==> config.mk <==
export PLATFORM = sky130hd
export DESIGN_NAME = vfifo_mc_axi_reader
export DESIGN_NICKNAME = d
export VERILOG_FILES = /design/src/rtl/vfifo_mc_pkg.sv /design/src/rtl/vfifo_rd_buf.sv /design/src/rtl/vfifo_mc_axi_reader.sv
export SDC_FILE = /design/constraint.sdc
export NUM_CORES = 2
export LEC_CHECK = 0
export CAP_MARGIN = 20
export CORE_MARGIN = 2
export CORE_UTILIZATION = 58
export CTS_BUF_LIST = sky130_fd_sc_hd__clkbuf_2
export DETAILED_ROUTE_END_ITERATION = 6
export PLACE_DENSITY = 0.85
export SYNTH_ARGS = -nofsm -noshare
export SYNTH_HDL_FRONTEND = slang
export SYNTH_SLANG_ARGS = --single-unit
==> constraint.sdc <==
create_clock -name aclk -period 8 [get_ports aclk]
set_input_delay 0.8 -clock aclk [delete_from_list [all_inputs] [get_ports aclk]]
set_output_delay 0.8 -clock aclk [all_outputs]
set_load 0.01 [all_outputs]
==> src/rtl/vfifo_mc_pkg.sv <==
// Shared definitions for the multi-channel virtual FIFO reader and writer:
// AXI burst/response encodings, pointer width helper and the 4 KiB boundary.
package vfifo_mc_pkg;

  typedef enum logic [1:0] {
    FIXED = 2'b00,
    INCR  = 2'b01,
    WRAP  = 2'b10
  } axi_burst_e;

  typedef enum logic [1:0] {
    OKAY   = 2'b00,
    EXOKAY = 2'b01,
    SLVERR = 2'b10,
    DECERR = 2'b11
  } axi_resp_e;

  localparam int unsigned BOUNDARY_4K = 4096;

  // Beat pointer width; the extra MSB is the wrap bit that separates full from empty.
  function automatic int ptr_width(input int ch_addr_width, input int tdata_bytes);
    return ch_addr_width - $clog2(tdata_bytes) + 1;
  endfunction

endpackage

==> src/rtl/vfifo_rd_buf.sv <==
// First-word-fall-through FIFO holding read beats with a side tag,
// exposing its occupancy so the reader can reserve space before a burst.
module vfifo_rd_buf #(
  parameter int DATA_W = 64,
  parameter int TAG_W  = 3,
  parameter int DEPTH  = 32,
  localparam int AW    = (DEPTH > 1) ? $clog2(DEPTH) : 1,
  localparam int CNT_W = $clog2(DEPTH + 1)
) (
  input  logic              clk,
  input  logic              rst_n,
  input  logic              wr_en,
  input  logic [DATA_W-1:0] wr_data,
  input  logic [TAG_W-1:0]  wr_tag,
  input  logic              rd_en,
  output logic              rd_valid,
  output logic [DATA_W-1:0] rd_data,
  output logic [TAG_W-1:0]  rd_tag,
  output logic [CNT_W-1:0]  count
);

  logic [TAG_W+DATA_W-1:0] mem_q [DEPTH];
  logic [AW-1:0]           wptr_q, wptr_d, rptr_q, rptr_d;
  logic [CNT_W-1:0]        cnt_q, cnt_d;
  logic                    push, pop;

  function automatic logic [AW-1:0] ptr_inc(input logic [AW-1:0] p);
    return (p == AW'(DEPTH - 1)) ? '0 : p + AW'(1);
  endfunction

  assign pop  = rd_en && (cnt_q != '0);
  assign push = wr_en && ((cnt_q != CNT_W'(DEPTH)) || pop);

  always_comb begin
    wptr_d = push ? ptr_inc(wptr_q) : wptr_q;
    rptr_d = pop ? ptr_inc(rptr_q) : rptr_q;
    cnt_d  = cnt_q + CNT_W'(push) - CNT_W'(pop);
  end

  always_ff @(posedge clk or negedge rst_n) begin
    if (!rst_n) begin
      wptr_q <= '0;
      rptr_q <= '0;
      cnt_q  <= '0;
    end else begin
      wptr_q <= wptr_d;
      rptr_q <= rptr_d;
      cnt_q  <= cnt_d;
    end
  end

  always_ff @(posedge clk) begin
    if (push) mem_q[wptr_q] <= {wr_tag, wr_data};
  end

  assign rd_valid          = (cnt_q != '0);
  assign {rd_tag, rd_data} = mem_q[rptr_q];
  assign count             = cnt_q;

endmodule

==> src/rtl/vfifo_mc_axi_reader.sv <==
// Multi-channel ring-buffer read engine: round-robin burst issue on one AXI4 read port,
// beats returned on one stream tagged by channel. Optional per-channel beat counters: VFIFO_MC_RD_STATS_EN.
module vfifo_mc_axi_reader
  import vfifo_mc_pkg::*;
#(
  parameter int NUM_CH        = 4,
  parameter int TDATA_BYTES   = 8,
  parameter int CH_ADDR_WIDTH = 12,
  parameter int ADDR_WIDTH    = 16,
  parameter int MAX_BURST_LEN = 16,
  localparam int PTR_W        = ptr_width(CH_ADDR_WIDTH, TDATA_BYTES),
  localparam int CH_W         = (NUM_CH > 1) ? $clog2(NUM_CH) : 1
) (
  input  logic                     aclk,
  input  logic                     aresetn,
  input  logic [NUM_CH-1:0]        ch_en,
  input  logic [NUM_CH*PTR_W-1:0]  wr_ptr,
  output logic [NUM_CH*PTR_W-1:0]  rd_ptr,
  output logic [NUM_CH-1:0]        rd_err,
  output logic                     mem_arvalid,
  input  logic                     mem_arready,
  output logic [ADDR_WIDTH-1:0]    mem_araddr,
  output logic [7:0]               mem_arlen,
  output logic [2:0]               mem_arsize,
  output logic [1:0]               mem_arburst,
  output logic [3:0]               mem_arid,
  input  logic                     mem_rvalid,
  output logic                     mem_rready,
  input  logic [8*TDATA_BYTES-1:0] mem_rdata,
  input  logic [3:0]               mem_rid,
  input  logic [1:0]               mem_rresp,
  input  logic                     mem_rlast,
  output logic                     initiator_tvalid,
  input  logic                     initiator_tready,
  output logic [8*TDATA_BYTES-1:0] initiator_tdata,
  output logic [CH_W-1:0]          initiator_tdest,
`ifdef VFIFO_MC_RD_STATS_EN
  output logic [NUM_CH*32-1:0]     rd_beats,
`endif
  output logic                     initiator_tlast
);

  localparam int OFF_W                = $clog2(TDATA_BYTES);
  localparam int DEPTH                = 2 * MAX_BURST_LEN;
  localparam int LEN_W                = $clog2(MAX_BURST_LEN + 1);
  localparam int CNT_W                = $clog2(DEPTH + 1);
  localparam int unsigned REGION_BEATS = 2 ** (PTR_W - 1);
  localparam int unsigned MAX_LEN_U   = MAX_BURST_LEN;

  typedef enum logic [1:0] {IDLE, ADDR, DATA} state_e;

  state_e                state_q, state_d;
  logic [CH_W-1:0]       ch_q, ch_d, rr_q, rr_d;
  logic [LEN_W-1:0]      len_q, len_d;
  logic [ADDR_WIDTH-1:0] addr_q, addr_d;
  logic [PTR_W-1:0]      rd_ptr_q [NUM_CH];
  logic [PTR_W-1:0]      rd_ptr_d [NUM_CH];
  logic [NUM_CH-1:0]     rd_err_q, rd_err_d;

  logic [PTR_W-1:0]      fill    [NUM_CH];
  logic [ADDR_WIDTH-1:0] ch_addr [NUM_CH];
  logic [LEN_W-1:0]      ch_len  [NUM_CH];
  logic                  found;
  logic [CH_W-1:0]       cand;
  logic [CNT_W-1:0]      buf_count, buf_free;
  logic                  buf_wr, buf_pop;

  // Burst length limited by data present, max burst, ring end and 4 KiB crossing.
  function automatic logic [LEN_W-1:0] calc_len(input logic [PTR_W-1:0] fill_c,
                                                input logic [PTR_W-2:0] off_c,
                                                input logic [11:0]      addr_lo);
    int unsigned n, to_end, to_4k;
    n      = 32'(fill_c);
    to_end = REGION_BEATS - 32'(off_c);
    to_4k  = (BOUNDARY_4K - 32'(addr_lo)) >> OFF_W;
    if (n > MAX_LEN_U) n = MAX_LEN_U;
    if (n > to_end) n = to_end;
    if (n > to_4k) n = to_4k;
    return LEN_W'(n);
  endfunction

  for (genvar c = 0; c < NUM_CH; c++) begin : g_ch
    assign fill[c]    = wr_ptr[c*PTR_W +: PTR_W] - rd_ptr_q[c];
    assign ch_addr[c] = (ADDR_WIDTH'(c) << CH_ADDR_WIDTH) |
                        (ADDR_WIDTH'(rd_ptr_q[c][PTR_W-2:0]) << OFF_W);
    assign ch_len[c]  = calc_len(fill[c], rd_ptr_q[c][PTR_W-2:0], ch_addr[c][11:0]);
    assign rd_ptr[c*PTR_W +: PTR_W] = rd_ptr_q[c];
  end

  // Search starts one past the last served channel.
  always_comb begin
    found = 1'b0;
    cand  = rr_q;
    for (int i = 1; i <= NUM_CH; i++) begin
      if (!found && ch_en[(int'(rr_q) + i) % NUM_CH] &&
          (fill[(int'(rr_q) + i) % NUM_CH] != '0)) begin
        found = 1'b1;
        cand  = CH_W'((int'(rr_q) + i) % NUM_CH);
      end
    end
  end

  assign buf_free = CNT_W'(DEPTH) - buf_count;

  always_comb begin
    state_d     = state_q;
    ch_d        = ch_q;
    len_d       = len_q;
    addr_d      = addr_q;
    rr_d        = rr_q;
    rd_ptr_d    = rd_ptr_q;
    rd_err_d    = rd_err_q;
    mem_arvalid = 1'b0;
    mem_rready  = 1'b0;
    buf_wr      = 1'b0;
    unique case (state_q)
      IDLE: begin
        if (found && (buf_free >= CNT_W'(ch_len[cand]))) begin
          ch_d    = cand;
          len_d   = ch_len[cand];
          addr_d  = ch_addr[cand];
          state_d = ADDR;
        end
      end
      ADDR: begin
        mem_arvalid = 1'b1;
        if (mem_arready) state_d = DATA;
      end
      DATA: begin
        mem_rready = 1'b1;
        if (mem_rvalid) begin
          buf_wr = 1'b1;
          if ((mem_rresp != OKAY) || (mem_rid != 4'(ch_q))) rd_err_d[ch_q] = 1'b1;
          if (mem_rlast) begin
            rd_ptr_d[ch_q] = rd_ptr_q[ch_q] + PTR_W'(len_q);
            rr_d           = ch_q;
            state_d        = IDLE;
          end
        end
      end
      default: state_d = IDLE;
    endcase
  end

  always_ff @(posedge aclk or negedge aresetn) begin
    if (!aresetn) begin
      state_q  <= IDLE;
      ch_q     <= '0;
      rr_q     <= '0;
      len_q    <= '0;
      addr_q   <= '0;
      rd_err_q <= '0;
      for (int c = 0; c < NUM_CH; c++) rd_ptr_q[c] <= '0;
    end else begin
      state_q  <= state_d;
      ch_q     <= ch_d;
      rr_q     <= rr_d;
      len_q    <= len_d;
      addr_q   <= addr_d;
      rd_err_q <= rd_err_d;
      rd_ptr_q <= rd_ptr_d;
    end
  end

  assign rd_err      = rd_err_q;
  assign mem_araddr  = addr_q;
  assign mem_arlen   = 8'(len_q - LEN_W'(1));
  assign mem_arsize  = 3'(OFF_W);
  assign mem_arburst = INCR;
  assign mem_arid    = 4'(ch_q);

  assign buf_pop = initiator_tvalid && initiator_tready;

  vfifo_rd_buf #(
    .DATA_W (8 * TDATA_BYTES),
    .TAG_W  (CH_W + 1),
    .DEPTH  (DEPTH)
  ) u_buf (
    .clk      (aclk),
    .rst_n    (aresetn),
    .wr_en    (buf_wr),
    .wr_data  (mem_rdata),
    .wr_tag   ({ch_q, mem_rlast}),
    .rd_en    (initiator_tready),
    .rd_valid (initiator_tvalid),
    .rd_data  (initiator_tdata),
    .rd_tag   ({initiator_tdest, initiator_tlast}),
    .count    (buf_count)
  );

`ifdef VFIFO_MC_RD_STATS_EN
  logic [31:0] beats_q [NUM_CH];
  logic [31:0] beats_d [NUM_CH];

  function automatic logic [31:0] sat_inc(input logic [31:0] v);
    return (v == '1) ? v : v + 32'd1;
  endfunction

  always_comb begin
    beats_d = beats_q;
    if (buf_pop) beats_d[initiator_tdest] = sat_inc(beats_q[initiator_tdest]);
  end

  always_ff @(posedge aclk or negedge aresetn) begin
    if (!aresetn) begin
      for (int c = 0; c < NUM_CH; c++) beats_q[c] <= '0;
    end else begin
      beats_q <= beats_d;
    end
  end

  for (genvar c = 0; c < NUM_CH; c++) begin : g_stats
    assign rd_beats[c*32 +: 32] = beats_q[c];
  end
`endif

endmodule
==> flow_summary.toml <==
[sta]
report.final.hold_viol_count = 0
timing.fmax_mhz = 124
worstMarginPinSlew_ns = 1.24
grt_setup_unrepaired = "true"
max-slew-margin-rel_pct = 17.1
final_max_slew_viol_count = 0
setup_violations = 1
setup_slack_ns = -0.0481
timing.clock.skew_ns = 0.146
finalCriticalPeriod_ns = 8.05
holdWs_ns = 0.141
period_share_pct = 101

[status]
violations = "negative setup slack"
outcome = "finished with violations"

[run]
timing.max_cap.violations = 0

[clocking]
clk_latency_ns = 1.84
tritoncts_num_sinks = 2224
cts.path.max_buffers = 4
cts_tree = "done"
cts_htree_levels = 6
clock_tree.root_cell = "sky130_fd_sc_hd__clkbuf_2"
clkTransAtPathRegs_ns = 0.10
cts_inserted_buffers = 546

[critical_path]
data_required_time_of_the_critical_path_ns = 9.59
cp_slowest_cell = "sky130_fd_sc_hd__dfrtp_1"
timing.critical_path.slowest_cell_delay_ns = 0.43
crit_path_end_kind = "flop"
path_delay_family = "compound AO/OA/AOI/OAI gates"
cp.buffers_inverters = 16
critPathKind = "flop to flop"
worstPathMaxFanout = 6
worstSetupStartpointType = "flop"
timing.critical_path.mode_cell = "sky130_fd_sc_hd__buf_4"
worst_ep_arrival_time_ns = 9.64

[placement]
hpwl_um = 141000
dpl.cell_count = 6813
routabilityCongestion = 0.936
port_buffers = 254

[power_and_ir_drop]
ir_drop_worst_vdd_uv = 267
cellLeakagePower_nw = 35.1
power_per_cell_area_nw_per_um2 = 326

[worst_hold_path]
timing.hold.worst.class = "input port to flop"

[floorplanning]
coreArea_um2 = 156000
chipWidth_um = 401
ioPinCount = 267
start_util_pct = 58.5
design.die.area_um2 = 161000
die-height_um = 401
fp_rows = 145

[global_route]
antenna_violations_before_repair = 22
grt.total_usage_pct = 31.3
wire_length_of_the_first_global_routing_pass_um = 360000
grt_start_max_net_pins = 163
vias_in_the_first_global_route = 53000
aggregate_global_routing_overflow = 0

[final_layout]
finish.cell_count_without_fillers = 7789
finalNetCount = 5637
final_layout_size_suffix_gt1_share_pct = 36.2
flow.area_growth_from_synthesis_pct = 14.1

[synthesis]
yosys.area.top_type = "sky130_fd_sc_hd__edfxtp_1"
post-synth-top-area-fraction_pct = 70.4
synth.yosys.warnings = 0
synth_top_flop_cell = "sky130_fd_sc_hd__edfxtp_1"
yosys_register_bits = 2224
synth_common_cells = "sky130_fd_sc_hd__edfxtp_1, sky130_fd_sc_hd__mux4_2, sky130_fd_sc_hd__nor2_1"
post_synth_main_area_contributors = "sky130_fd_sc_hd__edfxtp_1, sky130_fd_sc_hd__mux4_2, sky130_fd_sc_hd__dfrtp_1"
post-synth-top-count-cell = "sky130_fd_sc_hd__edfxtp_1"
postSynthAreaPerCell_um2 = 20.8
mappedNetlistArea_um2 = 91400
synthesized_instance_count = 4387
synthDistinctLibCells = 87
synth-edff-count = 2144
postSynth.asyncResetShare_pct = 3.60
synth.yosys.seq_area_share_pct = 72.6

[detailed_routing]
antenna_left = 0
wl_per_cell_um = 32.7
route.vias.total = 52200
drc = 0
detailedRoute.firstPassIterationCount = 6
drt-total-wl_um = 255000
avgViaCountPerCell = 6.71
detailedRoute.firstIterationViolations = 8004
-- worst paths after layout --
| path | start | endpoint | slack, ns | depth (start not counted) |
|---|---|---|---|---|
| min reg2reg | rd_err[0] | rd_err[0] | 0.47 | 1 |
| max in group asynchronous | aresetn | rd_ptr[11] | 6.11 | 6 |
| max | rd_ptr[20] | len_q[4] | -0.05 | 44 |
| max reg2reg | rd_ptr[20] | len_q[4] | -0.05 | 44 |
| min | mem_rdata[44] | u_buf.mem_q[14][44] | 0.14 | 1 |
| min in group asynchronous | aresetn | rd_ptr[37] | 0.57 | 4 |
-- metrics by stage --
step | util, % | worst slack [ns] | setup TNS (ns) | cell area [um2] | total power [W]
global placement | 63.0 | -1.07 | -17.41 | 98600 | 0.0259
floorplan | - | -0.209 | -0.947 | 91700 | 0.0213
finish | 66.7 | -0.0481 | -0.0481 | 104000 | 0.0340
global route | 66.7 | -0.347 | -4.15 | 104000 | 0.0353
CTS | 66.1 | 0.00198 | 0 | 103000 | 0.0334
detailed placement | 63.0 | -1.18 | -18.97 | 98600 | 0.0262
-- final cells by class --
cell class                 instances  area, um2
clock inverter                   133        712
fill                            9709      52100
clock buffer                     769       3850
tap                             2058       2570
multi-input combinational       1875      24600
timing repair buffer             617       5750
antenna                           12       30.0
sequential                      2224      66400
inverter                         101        402
-- worst reg2reg max path: cells and delay by family (launching register included) --
| family | cells | cell delay (ns) |
|---|---|---|
| AOI/OAI and AO/OA | 16 | 2.84 |
| adders and majority gates | 4 | 1.06 |
| buffers and inverters | 16 | 2.09 |
| DFF | 1 | 0.43 |
| and+or+nand+nor | 8 | 1.50 |
-- layer usage --
layer  vias up  GRT usage (%)  wire length [um]
met3       802           7.46             29700
met2      4407           50.9            126000
met5         -              0               131
li1      20600              -                 -
met1     26400           40.7             87200
met4        22           13.9             12000
-- report_power, final --
part,switching (W),internal (W),total (W)
combinational,0.00676,0.00640,0.0132
clock,0.00442,0.00279,0.00720
sequential,0.000483,0.0131,0.0136
total,0.0117,0.0223,0.0340
-- repair_timing --
item | in CTS | in global routing
pin swaps | 10 | 44
endpoints found under the hold margin | 120 | 290
gates cloned | 2 | 1
buffers inserted | 15 | 15
hold buffers | 8 | 10
endpoints found under the setup margin | 16 | 17
resized for setup | 18 | 72
-- state kept, by name, indices dropped and copies added, names as in the netlist --
register and count:
u_buf.mem_q 2144, rd_ptr 40, mem_araddr 10, u_buf.count 6, len_q 5, u_buf.rptr_q 5, u_buf.wptr_q 5, rd_err 4
rr_q 2, state_q 2, ch_q 1
-- cell usage in the layout (no fill, tap or decap), drive strengths merged, types with 21 or more instances in the layout --
| cell | instances |
|---|---|
| mux2 | 85 |
| inv | 121 |
| nor2b | 21 |
| nand2 | 124 |
| clkdlybuf4s50 | 253 |
| nor3 | 44 |
| xor2 | 24 |
| nand4 | 21 |
| clkbuf | 774 |
| ha | 146 |
| dfrtp | 80 |
| mux4 | 681 |
| edfxtp | 2144 |
| a21o | 25 |
| a21oi | 99 |
| buf | 341 |
| conb | 32 |
| nand3 | 38 |
| clkinv | 104 |
| nor2 | 148 |
| o21ai | 85 |
| xnor2 | 49 |
-- logic make-up (layout without fill, tap and decap cells) --
logic type | count (synthesis) | count (layout) | synth area share (%)
compound gates | 352 | 352 | 2.62
xor+xnor | 73 | 73 | 0.699
fa+ha+maj | 152 | 152 | 2.13
buf+inv | 319 | 1620 | 1.40
flops | 2224 | 2224 | 72.6
mux | 781 | 781 | 18.0
other cells | 2 | 44 | 0.00821
simple gates | 484 | 485 | 2.54
Note: power is estimated with default switching activity, not from simulation.
